--- src/rtl/fetch_if.sv ---
// Bundle of fetch-stage signals: hazard/redirect controls in, IM address and D-stage outputs out.
interface fetch_if;
  logic        stall;
  logic        exc_flush;
  logic        eret_d;
  logic [31:0] epc;
  logic        br_taken_d;
  logic [31:0] br_target_d;
  logic        is_br_d;
  logic [31:0] imem_rdata;
  logic [31:0] pcF;
  logic [31:0] instrD;
  logic [31:0] pcD;
  logic [4:0]  excD;
  logic        bdD;

  modport master (
    output stall, exc_flush, eret_d, epc, br_taken_d, br_target_d, is_br_d, imem_rdata,
    input  pcF, instrD, pcD, excD, bdD
  );

  modport slave (
    input  stall, exc_flush, eret_d, epc, br_taken_d, br_target_d, is_br_d, imem_rdata,
    output pcF, instrD, pcD, excD, bdD
  );
endinterface

--- src/rtl/fetch_stage.sv ---
// Instruction fetch: PC register, next-PC priority select, AdEL detection on the fetch
// address and the F/D pipeline register feeding decode.
module fetch_stage #(
  parameter logic [31:0] PC_RESET   = 32'h0000_3000,
  parameter logic [31:0] EXC_VECTOR = 32'h0000_4180,
  parameter logic [31:0] IM_LO      = 32'h0000_3000,
  parameter logic [31:0] IM_HI      = 32'h0000_6FFC
) (
  input  logic   clk,
  input  logic   rst,
  fetch_if.slave fif
);

  logic [31:0] pc_q, pc_d;
  logic [31:0] instr_q, instr_d;
  logic [31:0] pcd_q, pcd_d;
  logic [4:0]  exc_q, exc_d;
  logic        bd_q, bd_d;

  logic        adel_f;
  logic [31:0] word_f;
  logic [4:0]  exc_f;

  always_comb begin
    // F stage: a faulting fetch becomes a nop carrying AdEL down the pipe
    adel_f = (pc_q[1:0] != 2'b00) || (pc_q < IM_LO) || (pc_q > IM_HI);
    word_f = adel_f ? 32'h0 : fif.imem_rdata;
    exc_f  = adel_f ? 5'd4 : 5'd0;

    pc_d    = pc_q + 32'd4;
    instr_d = word_f;
    pcd_d   = pc_q;
    exc_d   = exc_f;
    bd_d    = fif.is_br_d;

    if (fif.exc_flush) begin
      pc_d    = EXC_VECTOR;
      instr_d = '0;
      pcd_d   = '0;
      exc_d   = '0;
      bd_d    = 1'b0;
    end else if (fif.stall) begin
      pc_d    = pc_q;
      instr_d = instr_q;
      pcd_d   = pcd_q;
      exc_d   = exc_q;
      bd_d    = bd_q;
    end else if (fif.eret_d) begin
      // eret has no delay slot: the word fetched behind it is squashed
      pc_d    = fif.epc;
      instr_d = '0;
      pcd_d   = '0;
      exc_d   = '0;
      bd_d    = 1'b0;
    end else if (fif.br_taken_d) begin
      pc_d = fif.br_target_d;
    end
  end

  // F/D boundary
  always_ff @(posedge clk) begin
    if (rst) begin
      pc_q    <= PC_RESET;
      instr_q <= '0;
      pcd_q   <= '0;
      exc_q   <= '0;
      bd_q    <= 1'b0;
    end else begin
      pc_q    <= pc_d;
      instr_q <= instr_d;
      pcd_q   <= pcd_d;
      exc_q   <= exc_d;
      bd_q    <= bd_d;
    end
  end

  assign fif.pcF    = pc_q;
  assign fif.instrD = instr_q;
  assign fif.pcD    = pcd_q;
  assign fif.excD   = exc_q;
  assign fif.bdD    = bd_q;

endmodule

--- src/flat_wrapper.sv ---
// flat-port wrapper written by rule: the top's interface ports become plain ports
module fetch_stage_flat 
#(
  parameter logic [31:0] PC_RESET   = 32'h0000_3000,
  parameter logic [31:0] EXC_VECTOR = 32'h0000_4180,
  parameter logic [31:0] IM_LO      = 32'h0000_3000,
  parameter logic [31:0] IM_HI      = 32'h0000_6FFC
)
  (clk, rst, fif_stall, fif_exc_flush, fif_eret_d, fif_epc, fif_br_taken_d, fif_br_target_d, fif_is_br_d, fif_imem_rdata, fif_pcF, fif_instrD, fif_pcD, fif_excD, fif_bdD);
  fetch_if fif_i ();
  input  logic clk;
  input  logic rst;
  input wire logic [$bits(fif_i.stall)-1:0] fif_stall;
  input wire logic [$bits(fif_i.exc_flush)-1:0] fif_exc_flush;
  input wire logic [$bits(fif_i.eret_d)-1:0] fif_eret_d;
  input wire logic [$bits(fif_i.epc)-1:0] fif_epc;
  input wire logic [$bits(fif_i.br_taken_d)-1:0] fif_br_taken_d;
  input wire logic [$bits(fif_i.br_target_d)-1:0] fif_br_target_d;
  input wire logic [$bits(fif_i.is_br_d)-1:0] fif_is_br_d;
  input wire logic [$bits(fif_i.imem_rdata)-1:0] fif_imem_rdata;
  output wire logic [$bits(fif_i.pcF)-1:0] fif_pcF;
  output wire logic [$bits(fif_i.instrD)-1:0] fif_instrD;
  output wire logic [$bits(fif_i.pcD)-1:0] fif_pcD;
  output wire logic [$bits(fif_i.excD)-1:0] fif_excD;
  output wire logic [$bits(fif_i.bdD)-1:0] fif_bdD;
  assign fif_i.stall = fif_stall;
  assign fif_i.exc_flush = fif_exc_flush;
  assign fif_i.eret_d = fif_eret_d;
  assign fif_i.epc = fif_epc;
  assign fif_i.br_taken_d = fif_br_taken_d;
  assign fif_i.br_target_d = fif_br_target_d;
  assign fif_i.is_br_d = fif_is_br_d;
  assign fif_i.imem_rdata = fif_imem_rdata;
  assign fif_pcF = fif_i.pcF;
  assign fif_instrD = fif_i.instrD;
  assign fif_pcD = fif_i.pcD;
  assign fif_excD = fif_i.excD;
  assign fif_bdD = fif_i.bdD;
  fetch_stage #(.PC_RESET(PC_RESET), .EXC_VECTOR(EXC_VECTOR), .IM_LO(IM_LO), .IM_HI(IM_HI)) u_core (.clk(clk), .rst(rst), .fif(fif_i));
endmodule
--- config.mk ---
export PLATFORM = sky130hd
export DESIGN_NAME = fetch_stage_flat
export DESIGN_NICKNAME = d
export VERILOG_FILES = /design/src/rtl/fetch_if.sv /design/src/rtl/fetch_stage.sv /design/src/flat_wrapper.sv
export SDC_FILE = /design/constraint.sdc
export NUM_CORES = 1
export LEC_CHECK = 0
export ABC_AREA = 0
export CAP_MARGIN = 20
export CORE_ASPECT_RATIO = 0.7
export CORE_UTILIZATION = 42
export DETAILED_ROUTE_END_ITERATION = 7
export PLACE_DENSITY = 0.8
export SYNTH_ARGS = -nofsm -noshare
export SYNTH_HDL_FRONTEND = slang
export SYNTH_SLANG_ARGS = --single-unit
--- constraint.sdc ---
create_clock -name clk -period 2 [get_ports clk]
set_clock_uncertainty 0.05 [all_clocks]
set_input_delay 0.2 -clock clk [delete_from_list [all_inputs] [get_ports clk]]
set_output_delay 0.2 -clock clk [all_outputs]
set_load 0.01 [all_outputs]
# --- Yosys cells after proc, flatten, opt, wreduce, memory -nomap -nowiden ---
# Index checks and enable logic that the tools add are counted.
totals:
  register_bits: 102
  in_bits: 103
  out_inout_bits: 102
  elab_cells: 24
op_classes:
  add_sub_neg: 1
  magnitude_cmp: 2
  eq_ne: 1
  n_mux: 10
  n_reduce_logical: 4
ops:
  columns: ["op", "n"]
  rows:
  - ["2-to-1 mux 32 bit", 5]
  - ["adder 32 x 3 -> 32 bit, second input constant", 1]
  - ["> comparator 32 x 15 -> 1 bit, second input constant", 1]
  - ["less-than comparator 32 x 14 -> 1 bit, second input constant", 1]
  - ["2-to-1 mux 15 bit", 2]
  - ["2-to-1 mux 5 bit", 1]
  - ["2-to-1 mux 3 bit", 1]
  - ["logical OR 1 bit", 2]
  - ["inequality test 2 x 1 -> 1 bit, second input constant", 1]
  - ["nonzero test 2 bit", 1]
  - ["OR reduction 2 bit", 1]
  - ["2-to-1 mux 1 bit", 1]

# --- Longest topological paths before layout ---
# Gate-level depths: netlist of run 1.
depth:
  depth_word: 5
  depth_mapped: 8
  ltp_nobuf: 6

# --- Least setup slack after synthesis of run 1 ---
# No wires, ideal clock.
synth_timing:
  path_kind: "register to register"
  start: "register u_core.pc_q[2], in the netlist u_core.fif.pcF[2]"
  end: "register u_core.pc_q[24], in the netlist u_core.fif.pcF[24]"
  setup_ps: 71
  arrival_ps: 1769
  required_ps: 1879
  setup_slack_ps: 110
  stages_incl_launch_ff: 8
  n_path_buf: 1
  period_less_slack_ps: 1890
  cell_sequence: "dfxtp_1 > ha_1 > nand4_4 > nor4_2 > buf_4 > nand2_4 > o41a_1 > o21ai_1"
synth_between:
  elab_chain_cells: 3
synth_lines:
  columns: ["item", "line", "text"]
  rows:
  - ["from (decl)", "fetch_stage.sv:14", "logic [31:0] pc_q, pc_d;"]
  - ["from (signal assigned)", "fetch_stage.sv:69", "pc_q <= pc_d;"]
  - ["adder 32 x 3 -> 32 bit", "fetch_stage.sv:30", "pc_d = pc_q + 32'd4;"]
  - ["2-to-1 mux 32 bit", "fetch_stage.sv:55", "end else if (fif.br_taken_d) begin"]
  - ["2-to-1 mux 32 bit", "fetch_stage.sv:48", "end else if (fif.eret_d) begin"]
# No other way between the ends.
# A chain may end at the register's enable or synchronous reset.

# --- Final worst setup path of run 1 ---
layout_timing:
  start: "register u_core.pc_q[12], in the netlist u_core.fif.pcF[12]"
  end: "register u_core.pc_q[31], in the netlist u_core.fif.pcF[31]"
# The elaborated chain is that of the path after synthesis.

==> reports/results.txt, run 1 <==
Async SR Flop Fraction: 0
TritonRoute pass-1 iters: 6
Final Hold Viols: 0
Initial antenna violation count: 0
RD Place Congestion: 0.900
Clock power share: 0.381
DPL Wire Length: 12900 um
Post-Synthesis Cell Area: 4630 um2
PortBufs: 200
Max VDD drop: 0.395 mV
Power Total: 4.48 mW
Fin cells: 929
Vias/cell: 5.83
Fin nets: 880
Final Max Slew Viols: 0
Synthesized area per cell: 8.51 um2
CTS Sinks: 98
Synth Register Bits: 98
CP max stage delay: 0.59 ns
Synthesis-to-layout area growth: 60.8%
Max_cap viols: 0
Fill cells: 850
Num CTS Buffers: 9
Outcome: completed
Vias in the first global route: 5101
Comb pwr share: 0.167
Unrepaired setup endpoints after global routing: false
Sequential share of the synthesized area: 0.424
DP Area: 7110 um2
Crit-path cells: nand4_4, or4_4, nor3_2, mux2i_1, o211ai_1
CP arrival: 2.11 ns
Initial Util: 0.439
CP Max Fanout: 6
IO Pins: 205
Slowest-stage cell, CP: or4_4
Core Area: 10600 um2
Largest net degree at the start of global routing: 44
Row cnt: 31
Total GRT Usage: 0.305
Final Core Density: 0.706
CTS tree: built
Cell area after layout: 7440 um2
Post-synth EDFFs: 0
Placed cells: 910
Critical Path Source Type: flop
Cells after Synth: 544
CP required: 2.19 ns
Worst setup path class: flop to flop
Yosys cell types: 62
ANT cells: 0
Grt ovf: 0
Top FF cell, synth: dfxtp_1
Switching part of the total: 0.273
Die X-Extent: 128 um
First-pass GRT wire length: 27300 um
NetSw: 1.22 mW
Final WL: 17500 um
Int Pwr: 3.26 mW
DRC Markers: 0
Reg clk slew, reported paths: 0.08 ns
Die Ht: 89.9 um
Fmax achieved: 0.519 GHz
Setup ws final: 0.0732 ns
Root cell of the clock tree: clkbuf_16
Dpl ws: 0.0198 ns
LEAKAGE: 2.87 nW
Part of the power in registers: 0.453
Minimum clock period after layout: 1.93 ns
Hold/Removal Path Class: primary input to flop
Drt wl/cell: 18.9 um
YS warnings: 0
CTS Buffer Depth: 2
Clk_lat worst skew: 0.35 ns
Setup TNS: 0 ns
1st-iter DRT viols: 634
CP endpoint kind: flop
Die area: 11500 um2
Vias: 5415
Remaining antenna violation count: 0
Tcrit/Tclk final: 0.963
Cell Pwr Density: 602 nW/um2
Setup-failing EPs final: 0
Final Hold Slack: 0.257 ns
CTS H-tree depth: 3
Share of post-route cells with drive strength above 1: 0.140
## power by group through the flow
stage | Combinational [mW] | Clock (mW) | Sequential (mW)
floorplan | 0.274 | 0 | 2.09
global placement | 0.724 | 0 | 2.07
detailed placement | 0.732 | 0 | 2.07
CTS | 0.738 | 1.73 | 2.03
global route | 0.793 | 1.81 | 2.03
finish | 0.748 | 1.71 | 2.03
## placed cells by master, fill, tap and decap left out, types with 3 or more instances in the layout
cell and n:
nand4_1 9, or2_2 3, clkdlybuf4s50_1 199, conb_1 4, dfxtp_1 94, buf_12 3, buf_4 64, clkbuf_16 9
a221oi_1 3, nand4_4 3, inv_1 11, nand3_1 13, o21ai_1 5, nor3_1 17, a31oi_1 8, nand2_1 31
nor4_1 10, o22ai_1 9, a2111oi_2 3, o21ai_0 15, o211ai_1 8, a21oi_1 59, mux2i_1 3, a22oi_1 8
a22o_1 40, dfxtp_2 4, a311oi_1 3, xor2_1 3, and3_1 29, inv_8 3, nor2_1 58
## per-layer routing
layer  up-vias  wire (um)  global-route usage
met4         0        295              0.0804
met1      2586       7700               0.424
met2       305       7780               0.472
met3        35       1760              0.0702
met5         -          0                   0
li1       2489          -                   -
## kinds of logic after synthesis
kind of cell    synth area share
fa+ha+maj                0.00270
buf+inv                   0.0603
xor+xnor                 0.00568
other cells             0.000810
mux                      0.00648
compound gates             0.275
flops                      0.424
simple gates               0.226
## sequential cells by signal (all words and copies together), names as in the netlist, named ones only
signal	count
u_core.fif.instrD	32
u_core.fif.pcD	32
u_core.fif.pcF	30
u_core.fif.bdD	1
u_core.fif.excD	1
## worst max-delay path, delay by kind of cell (launching register included)
family           cells  cell delay [ns]
multiplexers         1             0.24
flip-flops           1             0.40
AND/OR/NAND/NOR      3             1.04
AO/OA/AOI/OAI        1             0.10
## final timing paths
check,start,depth (start not counted),slack [ns],end
setup reg to reg,u_core.fif.pcF[12],5,0.07,u_core.fif.pcF[31]
setup / recovery,u_core.fif.pcF[12],5,0.07,u_core.fif.pcF[31]
hold / removal,fif_stall,3,0.26,u_core.fif.pcF[13]
hold reg to reg,u_core.fif.instrD[3],1,0.43,u_core.fif.instrD[3]
## cell usage after synthesis (all sizes together), types with 2 or more instances
| library cell | number | area share |
|---|---|---|
| a221o | 2 | 0.0043 |
| a211oi | 2 | 0.0032 |
| o221ai | 2 | 0.0038 |
| nand4 | 12 | 0.026 |
| o311ai | 2 | 0.0038 |
| nand3 | 13 | 0.014 |
| nand3b | 2 | 0.0032 |
| or2 | 3 | 0.0041 |
| clkbuf | 31 | 0.025 |
| nor4 | 13 | 0.024 |
| a41oi | 2 | 0.0038 |
| or4 | 2 | 0.0041 |
| a2111oi | 3 | 0.0097 |
| o21bai | 2 | 0.0032 |
| and3 | 30 | 0.041 |
| o211ai | 8 | 0.013 |
| a311oi | 3 | 0.0057 |
| o22ai | 9 | 0.012 |
| nor2b | 2 | 0.0027 |
| mux2i | 3 | 0.0065 |
| dfxtp | 98 | 0.42 |
| nand2b | 2 | 0.0027 |
| nor2 | 60 | 0.049 |
| o21ai | 20 | 0.022 |
| buf | 19 | 0.026 |
| a22oi | 8 | 0.013 |
| a221oi | 3 | 0.0057 |
| nand2 | 32 | 0.028 |
| or3 | 2 | 0.0027 |
| a31oi | 8 | 0.011 |
| inv | 11 | 0.0089 |
| a22o | 40 | 0.076 |
| a21oi | 59 | 0.064 |
| nor3 | 18 | 0.021 |
| xor2 | 3 | 0.0057 |
## area by class of cell
| type | count | area (um2) | share of cell area |
|---|---|---|---|
| well taps | 148 | 185 | 0.0249 |
| clock buffers | 9 | 225 | 0.0303 |
| clock inverters | 7 | 62.6 | 0.00840 |
| inverters | 11 | 41.3 | 0.00555 |
| repair buffers | 268 | 2550 | 0.342 |
| multi-input cells | 388 | 2410 | 0.324 |
| flip-flops and latches | 98 | 1970 | 0.264 |
## timing repair
action | CTS | global route
hold buffers | 0 | 0
resized for setup | 0 | 7
buffers inserted | 0 | 3
setup endpoints to repair | 0 | 3
No activity file was read; power rests on OpenSTA's default activity.
==> inputs of run 2 (changes only) <==
- CORE_MARGIN: default -> 2
==> run 2 against run 1 <==
- total power grew 1.4%
- global-route usage down 2.0 points
- flip-flop and latch count unchanged
- first-iteration DRC count down 16%
- final cell count up 0.65%
- largest power group unchanged
==> reports/results.txt, run 2 (synthesized netlist as in run 1, its figures left out) <==
Core Area: 10900 um2
Dpl ws: -0.107 ns
Setup slack, reg-to-reg: 0.1 ns
Crit Reg-Reg Endpoint: u_core.fif.pcF[31]
Row cnt: 32
Sequential Area: 1970 um2
Final Hold Viols: 0
Fin nets: 880
Vias: 5349
CTS Buffer Depth: 2
Worst-Margin Slew: 0.549 ns
Multi-input logic area: 2410 um2
Worst setup path class: flop to flop
Power Total: 4.54 mW
Vias in the first global route: 5033
Final WL: 17400 um
Slowest-stage cell, CP: or4_4
Final Max Slew Viols: 0
IO Pins: 205
CP max stage delay: 0.59 ns
CP endpoint kind: flop
Root cell of the clock tree: clkbuf_16
Die X-Extent: 130 um
First-pass GRT wire length: 26500 um
Crit path capture: u_core.fif.pcF[31]
CP Max Fanout: 6
Min-delay src: fif_stall
Fill cells: 878
Clk_lat worst skew: 0.35 ns
R2R Path Start: u_core.fif.pcF[14]
Grt ovf: 0
Slew headroom: 0.633
Critical Path Source Type: flop
RD Place Congestion: 0.934
Die Ht: 91.9 um
LEAKAGE: 2.86 nW
Tcrit/Tclk final: 0.952
Cell Pwr Density: 609 nW/um2
Max_cap viols: 0
Max VDD drop: 0.516 mV
CP startpoint: u_core.fif.pcF[14]
1st-iter DRT viols: 533
Initial Util: 0.425
Minimum clock period after layout: 1.90 ns
Setup ws final: 0.0966 ns
Crit-path cells: nand4_4, or4_4, nor3_2, mux2i_1, o211ai_1
Die area: 11900 um2
Commonest non-fill, non-tap cell in the layout: clkdlybuf4s50_1
TritonRoute pass-1 iters: 6
Worst Reg-to-Reg Cells: 5
Total GRT Usage: 0.285
Fmax achieved: 0.525 GHz
Hold-fix buffers, CTS: 0
DPL Wire Length: 12900 um
Largest net degree at the start of global routing: 36
Commonest cells after routing, fill and taps aside: clkdlybuf4s50_1 (199), dfxtp_1 (95), buf_4 (64)
Share of post-route cells with drive strength above 1: 0.138
Unrepaired setup endpoints after global routing: false
CTS H-tree depth: 3
Vias/cell: 5.72
Setup-failing EPs final: 0
Hold/Removal Path Class: primary input to flop
CTS tree: built
Outcome: completed
DRC Markers: 0
CTS Sinks: 98
Initial antenna violation count: 1
Reg clk slew, reported paths: 0.07 ns
Remaining antenna violation count: 0
Num CTS Buffers: 9
Drt wl/cell: 18.6 um
Synthesis-to-layout area growth: 61.2%
CP arrival: 2.08 ns
PortBufs: 200
CP required: 2.18 ns
-- run 2: through the flow --
stage | utilization | area [um2] | instances | setup TNS (ns) | hold slack (ns)
finish | 0.686 | 7470 | 935 | 0 | 0.316
global route | 0.685 | 7460 | 934 | 0 | 0.346
CTS | 0.681 | 7410 | 931 | 0 | 0.296
detailed placement | 0.653 | 7110 | 915 | -3.00 | 0.417
global placement | 0.653 | 7110 | 915 | -1.60 | 0.403
floorplan | - | 4640 | 547 | 0 | 0.276
-- run 2: critical path: cells and delay by family (launching register included) --
family | cells | cell delay [ns]
mux | 1 | 0.22
flops | 1 | 0.39
simple gates | 3 | 1.01
compound gates | 1 | 0.11
-- run 2: final cells by class --
class | count | share of cell area
timing repair buffer | 268 | 0.342
multi-input combinational | 388 | 0.322
sequential | 98 | 0.264
clock buffer | 9 | 0.0302
tap | 153 | 0.0256
clock inverter | 7 | 0.0106
inverter | 11 | 0.00553
antenna | 1 | 0.000335
-- run 2: timing repair --
action,in CTS,in global routing
setup buffers,0,2
endpoints found under the setup margin,2,5
gates cloned,0,0
gates resized for setup,1,4
-- run 2: layer usage --
metal / wire [um] / share of wire / vias up / track usage
li1: - / - / 2494 / -
met1: 7580 / 0.44 / 2520 / 0.385
met5: 0 / 0 / - / 0
met2: 7770 / 0.45 / 296 / 0.453
met3: 1670 / 0.096 / 39 / 0.0688
met4: 393 / 0.023 / 0 / 0.0851
-- run 2: power breakdown --
| part | total, mW | leakage (nW) | switching [mW] | internal (mW) |
|---|---|---|---|---|
| logic | 0.752 | 1.91 | 0.351 | 0.401 |
| clock network | 1.77 | 0.149 | 0.873 | 0.893 |
| registers | 2.03 | 0.795 | 0.0407 | 1.99 |
-- run 2: how the worst min path moves through the flow --
stage | end | slack [ns] | cells past startpoint
2_1_floorplan | u_core.fif.instrD[0] | 0.28 | 1
3_3_place_gp | u_core.fif.excD[2] | 0.40 | 2
3_5_place_dp | u_core.fif.instrD[5] | 0.42 | 1
4_1_cts | u_core.fif.pcF[10] | 0.30 | 4
5_1_grt | u_core.fif.pcF[2] | 0.35 | 4
6_report | u_core.fif.pcF[12] | 0.32 | 5
==> inputs of run 3 (changes only) <==
- PLACE_DENSITY: 0.8 -> default
- PLACE_DENSITY_LB_ADDON: default -> 0.1
==> run 3 against run 2 <==
- non-clock buffer count is 2 higher
- largest power group unchanged
- setup slack worse by 0.075 ns
- combinational power is 3.2% higher
- register-to-register slack lost 0.08 ns
- clock power barely moved
- highest routed layer unchanged
==> reports/results.txt, run 3 (synthesized netlist as in run 1, its figures left out) <==
Final WL: 16800 um
Num CTS Buffers: 9
Reg clk slew, reported paths: 0.07 ns
Setup slack, reg-to-reg: 0.02 ns
Tcrit/Tclk final: 0.989
CTS H-tree depth: 3
Dpl ws: -0.194 ns
Fill cells: 888
Fin nets: 882
CP arrival: 2.21 ns
Setup ws final: 0.0213 ns
CP required: 2.23 ns
Clk_lat worst skew: 0.34 ns
Crit-path cells: ha_2, nand4_4, nor4_2, buf_4, nand2_4, o41a_1, o21ai_1
Commonest cells after routing, fill and taps aside: clkdlybuf4s50_1 (199), dfxtp_1 (95), buf_4 (64)
RD Place Congestion: 0.993
CP max stage delay: 0.41 ns
Die area: 11900 um2
Die X-Extent: 130 um
Grt ovf: 0
CP endpoint kind: flop
Total GRT Usage: 0.278
Fmax achieved: 0.505 GHz
Synthesis-to-layout area growth: 62.3%
CTS Sinks: 98
DPL Wire Length: 12600 um
TritonRoute pass-1 iters: 7
Largest net degree at the start of global routing: 80
Worst setup path class: flop to flop
Buffers and inverters on the worst path: 1
Minimum clock period after layout: 1.98 ns
First-pass GRT wire length: 26100 um
Setup-failing EPs final: 0
Core Area: 10900 um2
Vias/cell: 5.71
Row cnt: 32
CTS Buffer Depth: 2
ANT cells: 0
Die Ht: 91.9 um
Final Core Density: 0.690
Max_cap viols: 0
1st-iter DRT viols: 485
Root cell of the clock tree: clkbuf_16
Commonest non-fill, non-tap cell in the layout: clkdlybuf4s50_1
Post-CTS Setup Bufs: 0
Final Max Slew Viols: 0
Initial antenna violation count: 0
DRC Markers: 0
Final Hold Viols: 0
Vias in the first global route: 4904
IO Pins: 205
Hold/Removal Path Class: primary input to flop
Share of post-route cells with drive strength above 1: 0.143
CTS tree: built
Crit-path leading delay family: simple AND/OR/NAND/NOR gates
Outcome: completed
Hold-fix buffers, CTS: 0
Drt wl/cell: 18.0 um
Initial Util: 0.425
Max VDD drop: 0.449 mV
LEAKAGE: 2.88 nW
CP Max Fanout: 10
Unrepaired setup endpoints after global routing: true
Vias: 5341
Slowest-stage cell, CP: dfxtp_1
Critical Path Source Type: flop
Remaining antenna violation count: 0
PortBufs: 200
Cell Pwr Density: 607 nW/um2
run 3: changes by cell type in the layout (fill, tap and decap cells not counted), sizes merged:
cell | previous run | this run
clkinv | 2 | 1
buf | 69 | 71
diode | 1 | 0
clkinvlp | 0 | 2
bufinv | 0 | 1
clkbuf | 9 | 10
inv | 16 | 12
run 3: tightest hold or removal path: cells and delay by family:
kind / cells / cell delay, ns
buffers and inverters: 2 / 0.24
AND/OR/NAND/NOR: 2 / 0.13
AO/OA/AOI/OAI: 1 / 0.11
run 3: per-stage QoR:
step	instances	power, mW	hold WS, ns	cell area (um2)	TNS, ns
floorplan	547	2.37	0.276	4640	0
global placement	919	2.81	0.402	7180	-2.23
detailed placement	919	2.82	0.410	7180	-5.51
CTS	934	4.58	0.308	7480	0
global route	935	4.71	0.328	7520	-0.0519
finish	935	4.56	0.315	7520	0
run 3: path summary, 6_finish.rpt:
check                                         from                  to  cells after the start
worst min register to register  u_core.fif.excD[2]  u_core.fif.excD[2]                      2
worst max register to register   u_core.fif.pcF[3]  u_core.fif.pcF[24]                      7
worst max-delay path             u_core.fif.pcF[3]  u_core.fif.pcF[24]                      7
worst min-delay path                     fif_stall  u_core.fif.pcF[12]                      5
run 3: power by group:
group | internal (mW) | switching (mW)
combinational | 0.420 | 0.356
sequential | 1.99 | 0.0343
clock | 1.00 | 0.758
total | 3.41 | 1.15
run 3: cell type report:
cell class | instances | area (um2) | share of cell area
multi-input cells | 388 | 2420 | 0.322
repair buffers | 270 | 2590 | 0.345
clock buffers | 10 | 239 | 0.0318
well taps | 153 | 191 | 0.0255
flip-flops and latches | 98 | 1970 | 0.262
inverters | 11 | 41.3 | 0.00549
clock inverters | 5 | 62.6 | 0.00832
run 3: timing repair:
| action | in CTS | in global routing |
|---|---|---|
| pin swaps | 0 | 0 |
| resized for setup | 1 | 7 |
| setup endpoints to repair | 1 | 19 |
run 3: routing by layer:
metal  share of wire  global-route usage  up-vias
li1                -                   -     2503
met5               0                   0        -
met1            0.45               0.396     2520
met2            0.44               0.421      292
met4           0.016              0.0833        0
met3           0.095              0.0630       26
